[src/rtl/npc_pkg.sv]
// npc_pkg: shared definitions for the npc control sequencer.
//   state_t       - sequencer state encoding
//   halt_reason_t - encoding driven on npc_seq.halt_reason
//   INST_EBREAK   - instruction word that halts the core
//   INST_NOP      - value of the latched instruction after reset
package npc_pkg;

    typedef enum logic [2:0] {
        FETCH    = 3'd0,
        WAIT_RSP = 3'd1,
        DECODE   = 3'd2,
        EXEC     = 3'd3,
        HALT     = 3'd4
    } state_t;

    typedef enum logic [1:0] {
        HR_NONE    = 2'd0,
        HR_EBREAK  = 2'd1,
        HR_ILLEGAL = 2'd2,
        HR_TIMEOUT = 2'd3
    } halt_reason_t;

    localparam logic [31:0] INST_EBREAK = 32'h0010_0073;
    localparam logic [31:0] INST_NOP    = 32'h0000_0013;

endpackage

[src/rtl/npc_perf_cnt.sv]
// npc_perf_cnt: cycle and retired-instruction counters for the simulation harness.
// Ports:
//   clk         in   core clock
//   rst         in   synchronous active-low reset
//   count_en    in   advance cycle_cnt this cycle
//   retire      in   advance instret_cnt this cycle
//   cycle_cnt   out  XLEN-bit cycle counter, wraps
//   instret_cnt out  XLEN-bit retired-instruction counter, wraps
module npc_perf_cnt #(
    parameter int XLEN = 64
) (
    input  logic            clk,
    input  logic            rst,
    input  logic            count_en,
    input  logic            retire,
    output logic [XLEN-1:0] cycle_cnt,
    output logic [XLEN-1:0] instret_cnt
);

    localparam logic [XLEN-1:0] ONE = XLEN'(1);

    always_ff @(posedge clk) begin
        if (!rst) begin
            cycle_cnt   <= '0;
            instret_cnt <= '0;
        end else begin
            if (count_en) begin
                cycle_cnt <= cycle_cnt + ONE;
            end
            if (retire) begin
                instret_cnt <= instret_cnt + ONE;
            end
        end
    end

endmodule

[src/rtl/npc_seq.sv]
// npc_seq: multi-cycle control sequencer for the npc RV64 core.
// Each instruction walks FETCH -> WAIT_RSP -> DECODE -> EXEC and commits once in EXEC.
// ebreak, an illegal instruction or a fetch timeout park the sequencer in HALT
// until reset.
// Ports:
//   clk, rst                      core clock, synchronous active-low reset
//   pc_val                        current PC
//   imem_req_valid/ready/addr     fetch request handshake
//   imem_rsp_valid/data           fetch response
//   inst                          latched instruction for idu/exu
//   illegal                       idu decode failure
//   ex_wen                        exu GPR write request
//   gpr_wen, pc_wen               commit strobes, only in EXEC
//   halted, halt_reason           sticky halt status
//   cycle_cnt, instret_cnt        harness counters
module npc_seq
    import npc_pkg::*;
#(
    parameter int XLEN    = 64,
    parameter int TIMEOUT = 255,
    parameter int CNT_W   = 8
) (
    input  logic            clk,
    input  logic            rst,
    input  logic [XLEN-1:0] pc_val,
    output logic            imem_req_valid,
    input  logic            imem_req_ready,
    output logic [XLEN-1:0] imem_req_addr,
    input  logic            imem_rsp_valid,
    input  logic [31:0]     imem_rsp_data,
    output logic [31:0]     inst,
    input  logic            illegal,
    input  logic            ex_wen,
    output logic            gpr_wen,
    output logic            pc_wen,
    output logic            halted,
    output logic [1:0]      halt_reason,
    output logic [XLEN-1:0] cycle_cnt,
    output logic [XLEN-1:0] instret_cnt
);

    localparam logic [CNT_W-1:0] TO_LIMIT = CNT_W'(TIMEOUT);
    localparam logic [CNT_W-1:0] CNT_ONE  = CNT_W'(1);
    localparam bit               TO_EN    = (TIMEOUT != 0);

    state_t            state, state_nxt;
    halt_reason_t      reason_q, reason_nxt;
    logic [31:0]       inst_q, inst_nxt;
    logic              halted_q, halted_nxt;
    logic [CNT_W-1:0]  to_cnt, to_cnt_nxt, to_cnt_inc;

    assign to_cnt_inc = to_cnt + CNT_ONE;

    always_ff @(posedge clk) begin
        if (!rst) begin
            state    <= FETCH;
            inst_q   <= INST_NOP;
            halted_q <= 1'b0;
            reason_q <= HR_NONE;
            to_cnt   <= '0;
        end else begin
            state    <= state_nxt;
            inst_q   <= inst_nxt;
            halted_q <= halted_nxt;
            reason_q <= reason_nxt;
            to_cnt   <= to_cnt_nxt;
        end
    end

    always_comb begin
        state_nxt      = state;
        inst_nxt       = inst_q;
        halted_nxt     = halted_q;
        reason_nxt     = reason_q;
        to_cnt_nxt     = to_cnt;
        imem_req_valid = 1'b0;
        gpr_wen        = 1'b0;
        pc_wen         = 1'b0;

        case (state)
            FETCH: begin
                // rst is active-low: no request is offered while reset is held.
                imem_req_valid = rst;
                if (imem_req_valid && imem_req_ready) begin
                    state_nxt = WAIT_RSP;
                end
            end
            WAIT_RSP: begin
                if (imem_rsp_valid) begin
                    // A response arriving on the timeout cycle still wins.
                    inst_nxt   = imem_rsp_data;
                    to_cnt_nxt = '0;
                    state_nxt  = DECODE;
                end else begin
                    to_cnt_nxt = to_cnt_inc;
                    if (TO_EN && (to_cnt_inc == TO_LIMIT)) begin
                        state_nxt  = HALT;
                        halted_nxt = 1'b1;
                        reason_nxt = HR_TIMEOUT;
                    end
                end
            end
            DECODE: begin
                if (inst_q == INST_EBREAK) begin
                    state_nxt  = HALT;
                    halted_nxt = 1'b1;
                    reason_nxt = HR_EBREAK;
                end else if (illegal) begin
                    state_nxt  = HALT;
                    halted_nxt = 1'b1;
                    reason_nxt = HR_ILLEGAL;
                end else begin
                    state_nxt = EXEC;
                end
            end
            EXEC: begin
                gpr_wen   = ex_wen;
                pc_wen    = 1'b1;
                state_nxt = FETCH;
            end
            HALT: begin
                state_nxt = HALT;
            end
            default: begin
                state_nxt = FETCH;
            end
        endcase
    end

    assign imem_req_addr = pc_val;
    assign inst          = inst_q;
    assign halted        = halted_q;
    assign halt_reason   = reason_q;

    // The cycle of the transition into HALT is still counted.
    npc_perf_cnt #(
        .XLEN (XLEN)
    ) u_perf_cnt (
        .clk         (clk),
        .rst         (rst),
        .count_en    (state != HALT),
        .retire      (state == EXEC),
        .cycle_cnt   (cycle_cnt),
        .instret_cnt (instret_cnt)
    );

endmodule

[config.mk]
export PLATFORM = sky130hd
export DESIGN_NAME = npc_seq
export DESIGN_NICKNAME = d
export VERILOG_FILES = /design/src/rtl/npc_pkg.sv /design/src/rtl/npc_perf_cnt.sv /design/src/rtl/npc_seq.sv
export SDC_FILE = /design/constraint.sdc
export NUM_CORES = 1
export LEC_CHECK = 0
export ABC_AREA = 0
export CAP_MARGIN = 20
export CORE_UTILIZATION = 40
export DETAILED_ROUTE_END_ITERATION = 7
export PLACE_DENSITY = 0.89
export SETUP_SLACK_MARGIN = 0.4
export SKIP_CTS_REPAIR_TIMING = 1
export SYNTH_ARGS = -nofsm -noshare
export SYNTH_HDL_FRONTEND = slang
export SYNTH_SLANG_ARGS = --single-unit
[constraint.sdc]
create_clock -name clk -period 1.9 [get_ports clk]
set_input_delay 0.38 -clock clk [delete_from_list [all_inputs] [get_ports clk]]
set_output_delay 0.38 -clock clk [all_outputs]
set_load 0.01 [all_outputs]
==> summary.txt <==
Outcome
  – Status: finished with violations
  – Violations in the final reports: negative setup slack

Routing
  – Antenna-violating nets left: 0
  – Iteration-0 DRC Markers: 558
  – Average wire per standard cell: 18.74 um
  – Mean number of vias per cell: 5.699
  – Routed vias: 9152
  – Final WL: 30090 um
  – Detailed Routing Iterations Pass 1: 5
  – # DRC: 0

Placement
  – Worst setup slack after placement: -0.08337 ns
  – HPWL after detailed placement: 17450 um
  – Port-buffer cells: 203
  – Cell Count Post-Placement: 1518
  – RePlAce Congestion: 0.8699

Clocking
  – Worst-path clk slew: 0.07 ns
  – Worst skew pair latency: 0.43 ns
  – Clock root cell: sky130_fd_sc_hd__clkbuf_16
  – Sinks on the clock net: 174
  – TritonCTS clock tree: done
  – Maximum level of the CTS H-tree: 4
  – Num CTS Buffers: 17
  – Number of buffers between clock root and the deepest sink: 2

Setup path
  – CP startpoint: u_perf_cnt.instret_cnt[29]
  – Setup slack of the most critical reg-to-reg path: -0.20 ns
  – Worst setup SP type: flip-flop
  – CP required: 2.26 ns
  – Cell count of the worst reg-to-reg path: 6
  – Worst reg2reg path startpoint: u_perf_cnt.instret_cnt[29]
  – Worst setup path category: reg2reg
  – Crit. End Element: flip-flop
  – Worst reg2reg endpoint: u_perf_cnt.instret_cnt[62]
  – Critical Path Sink: u_perf_cnt.instret_cnt[62]
  – Arrival time of data at the critical path endpoint: 2.46 ns
  – Maximum fanout count along the critical path: 17

Timing
  – Pins Over Slew Limit: 0
  – Peak clock frequency supported by timing: 0.4758 GHz
  – Least-Margin Pin Slew: 0.4116 ns
  – Hold Violations, Final: 0
  – Final worst-path cycle share: 1.106
  – Final count of negative-setup-slack endpoints: 34
  – Worst-case clock skew: 0.01185 ns
  – Hold_ws: 0.4769 ns
  – Worst slew margin relative to its limit: 0.7253
  – Setup WS post-layout: -0.2017 ns
  – Setup repair after global routing missed its margin: true
  – Fin crit period: 2.102 ns

Synth
  – Number of synthesis warnings: 0
  – Post-synth net total: 1131
  – Post-synthesis instance area: 8404 um2
  – Avg Inst Size Synth: 8.199 um2
  – Unique masters post-synth: 52
  – Flip-flop and latch count after synthesis: 174
  – Sequential area share after synthesis: 0.4145
  – Cells after synthesis: 1025

Floorplanning
  – Floorplan die width: 147.0 um
  – Placeable core region: 20430 um2
  – DIE AREA: 21590 um2
  – Row Count: 52
  – Height of the die: 147.0 um
  – Total I/O pin count: 332
  – Initial cell density of the core: 0.4114

Global route
  – Wire length of the first global-routing pass: 39460 um
  – Antenna violations before repair: 0
  – Global route total overflow: 0
  – Vias in the first global route: 8219
  – Maximum number of pins on one net before global-route repair: 57
  – Total track usage: 0.2223

Final layout
  – Share of final-layout standard cells stronger than drive strength 1: 0.3391
  – Number of nets in the layout: 1429
  – Total inserted antenna cells: 0
  – Area added between synthesis and finish: 61.81%
  – Most common cell after layout, fill and taps aside: sky130_fd_sc_hd__dlymetal6s2s_1
  – Most frequent cells in the layout: 150 x sky130_fd_sc_hd__dlymetal6s2s_1, 136 x sky130_fd_sc_hd__buf_4, 113 x sky130_fd_sc_hd__nand2_1, 91 x sky130_fd_sc_hd__dfxtp_1, 85 x sky130_fd_sc_hd__a21oi_1
  – Post-Layout Cell Count: 1606

Worst hold path
  – Class of the worst hold path: reg2reg

Pwr
  – Pleak: 7.503 nW
  – Peak supply drop: 0.6078 mV
  – Power per unit of standard cell area: 583.0 nW/um2
  – Total power of the final layout: 7.928 mW

Flow run
  – Maximum capacitance violations: 0
## kinds of logic after synthesis
group | count (synthesis) | synth area share
and+or+nand+nor | 467 | 0.3031
AOI/OAI and AO/OA | 191 | 0.1267
DFF | 174 | 0.4145
buffers and inverters | 129 | 0.08709
xor gates and xnor gates | 59 | 0.06149
adders and majority gates | 4 | 0.005955
muxes | 1 | 0.001191
## worst min path at each step
| stage | startpoint | end | slack [ns] | cells after the start |
|---|---|---|---|---|
| finish | inst[5] | inst[5] | 0.48 | 2 |
| global route | inst[5] | inst[5] | 0.50 | 2 |
| CTS | inst[5] | inst[5] | 0.48 | 2 |
| detailed placement | inst[5] | inst[5] | 0.47 | 2 |
| global placement | inst[5] | inst[5] | 0.46 | 2 |
| floorplan | to_cnt[6] | to_cnt[6] | 0.46 | 2 |
## metrics by stage
| stage | instance area (um2) | util | TNS [ns] |
|---|---|---|---|
| 5_1_grt | 13600 | 0.6657 | -6.189 |
| 4_1_cts | 11950 | 0.5851 | -2.199 |
| 3_5_place_dp | 11370 | 0.5566 | -0.4759 |
| 6_report | 13600 | 0.6657 | -3.245 |
| 2_1_floorplan | 8693 | - | 0 |
| 3_3_place_gp | 11370 | 0.5566 | -0.1459 |
## cells in the mapped netlist (all sizes together)
cell type	number	area (um2)
o31ai	20	150.1
nor4b	2	17.52
xor2	45	394.1
and3	16	100.1
clkbuf	41	155.1
o21ai	48	240.2
or4	22	165.2
nand4	56	375.4
and3b	1	8.760
nor4	17	155.1
and2	10	62.56
ha	4	50.05
nand2b	4	25.02
a31oi	4	25.02
or3b	2	17.52
xnor2	14	122.6
o21a	3	22.52
nor3b	4	35.03
nand3	44	220.2
o31a	2	17.52
o221ai	1	8.760
a21o	1	7.510
inv	19	71.32
nor4bb	2	20.02
or2	3	18.77
buf	69	505.5
nand3b	3	26.27
or3	41	256.5
and4	16	140.1
a21oi	103	515.5
nand4b	2	17.52
nor2	84	317.8
dfxtp	174	3483
or4b	3	30.03
nand2	123	461.7
o41ai	3	26.28
a21bo	1	10.01
a22oi	1	7.510
nor3	12	76.33
mux2i	1	10.01
o221a	1	11.26
o21bai	3	22.52
## layout make-up
cell class	count	area (um2)
clock buffers	22	485.5
clock inverters	10	97.59
fillers	1473	6830
inverters	19	78.83
multi-input cells	722	4949
flip-flops and latches	174	3627
well taps	270	337.8
repair buffers	389	4024
## state kept, by name, indices dropped and copies added (netlist names)
register,cells
u_perf_cnt.cycle_cnt,64
u_perf_cnt.instret_cnt,64
inst,32
to_cnt,8
state,3
halt_reason,2
halted,1
## routing by layer
layer	global-route usage	share of wire	up-vias	wire length (um)
met5	0	0	-	0
met4	0.09175	0.038	0	1148
met3	0.05093	0.070	113	2103
met2	0.3851	0.51	436	15480
met1	0.2643	0.38	4390	11360
li1	-	-	4213	-
## power by group
group | switching (mW) | internal [mW]
registers | 0.0746 | 3.70
clock network | 1.52 | 1.97
logic | 0.325 | 0.341
total | 1.92 | 6.01
## critical path, stage by stage (launching register included)
cell	delay (ns)
sky130_fd_sc_hd__dfxtp_2	0.34
sky130_fd_sc_hd__nand4_1	0.23
sky130_fd_sc_hd__nor4_4	0.37
sky130_fd_sc_hd__nand4_1	0.18
sky130_fd_sc_hd__buf_6	0.20
sky130_fd_sc_hd__or4b_1	0.53
sky130_fd_sc_hd__a21oi_1	0.18
Note: power is estimated with default switching activity, not from simulation.
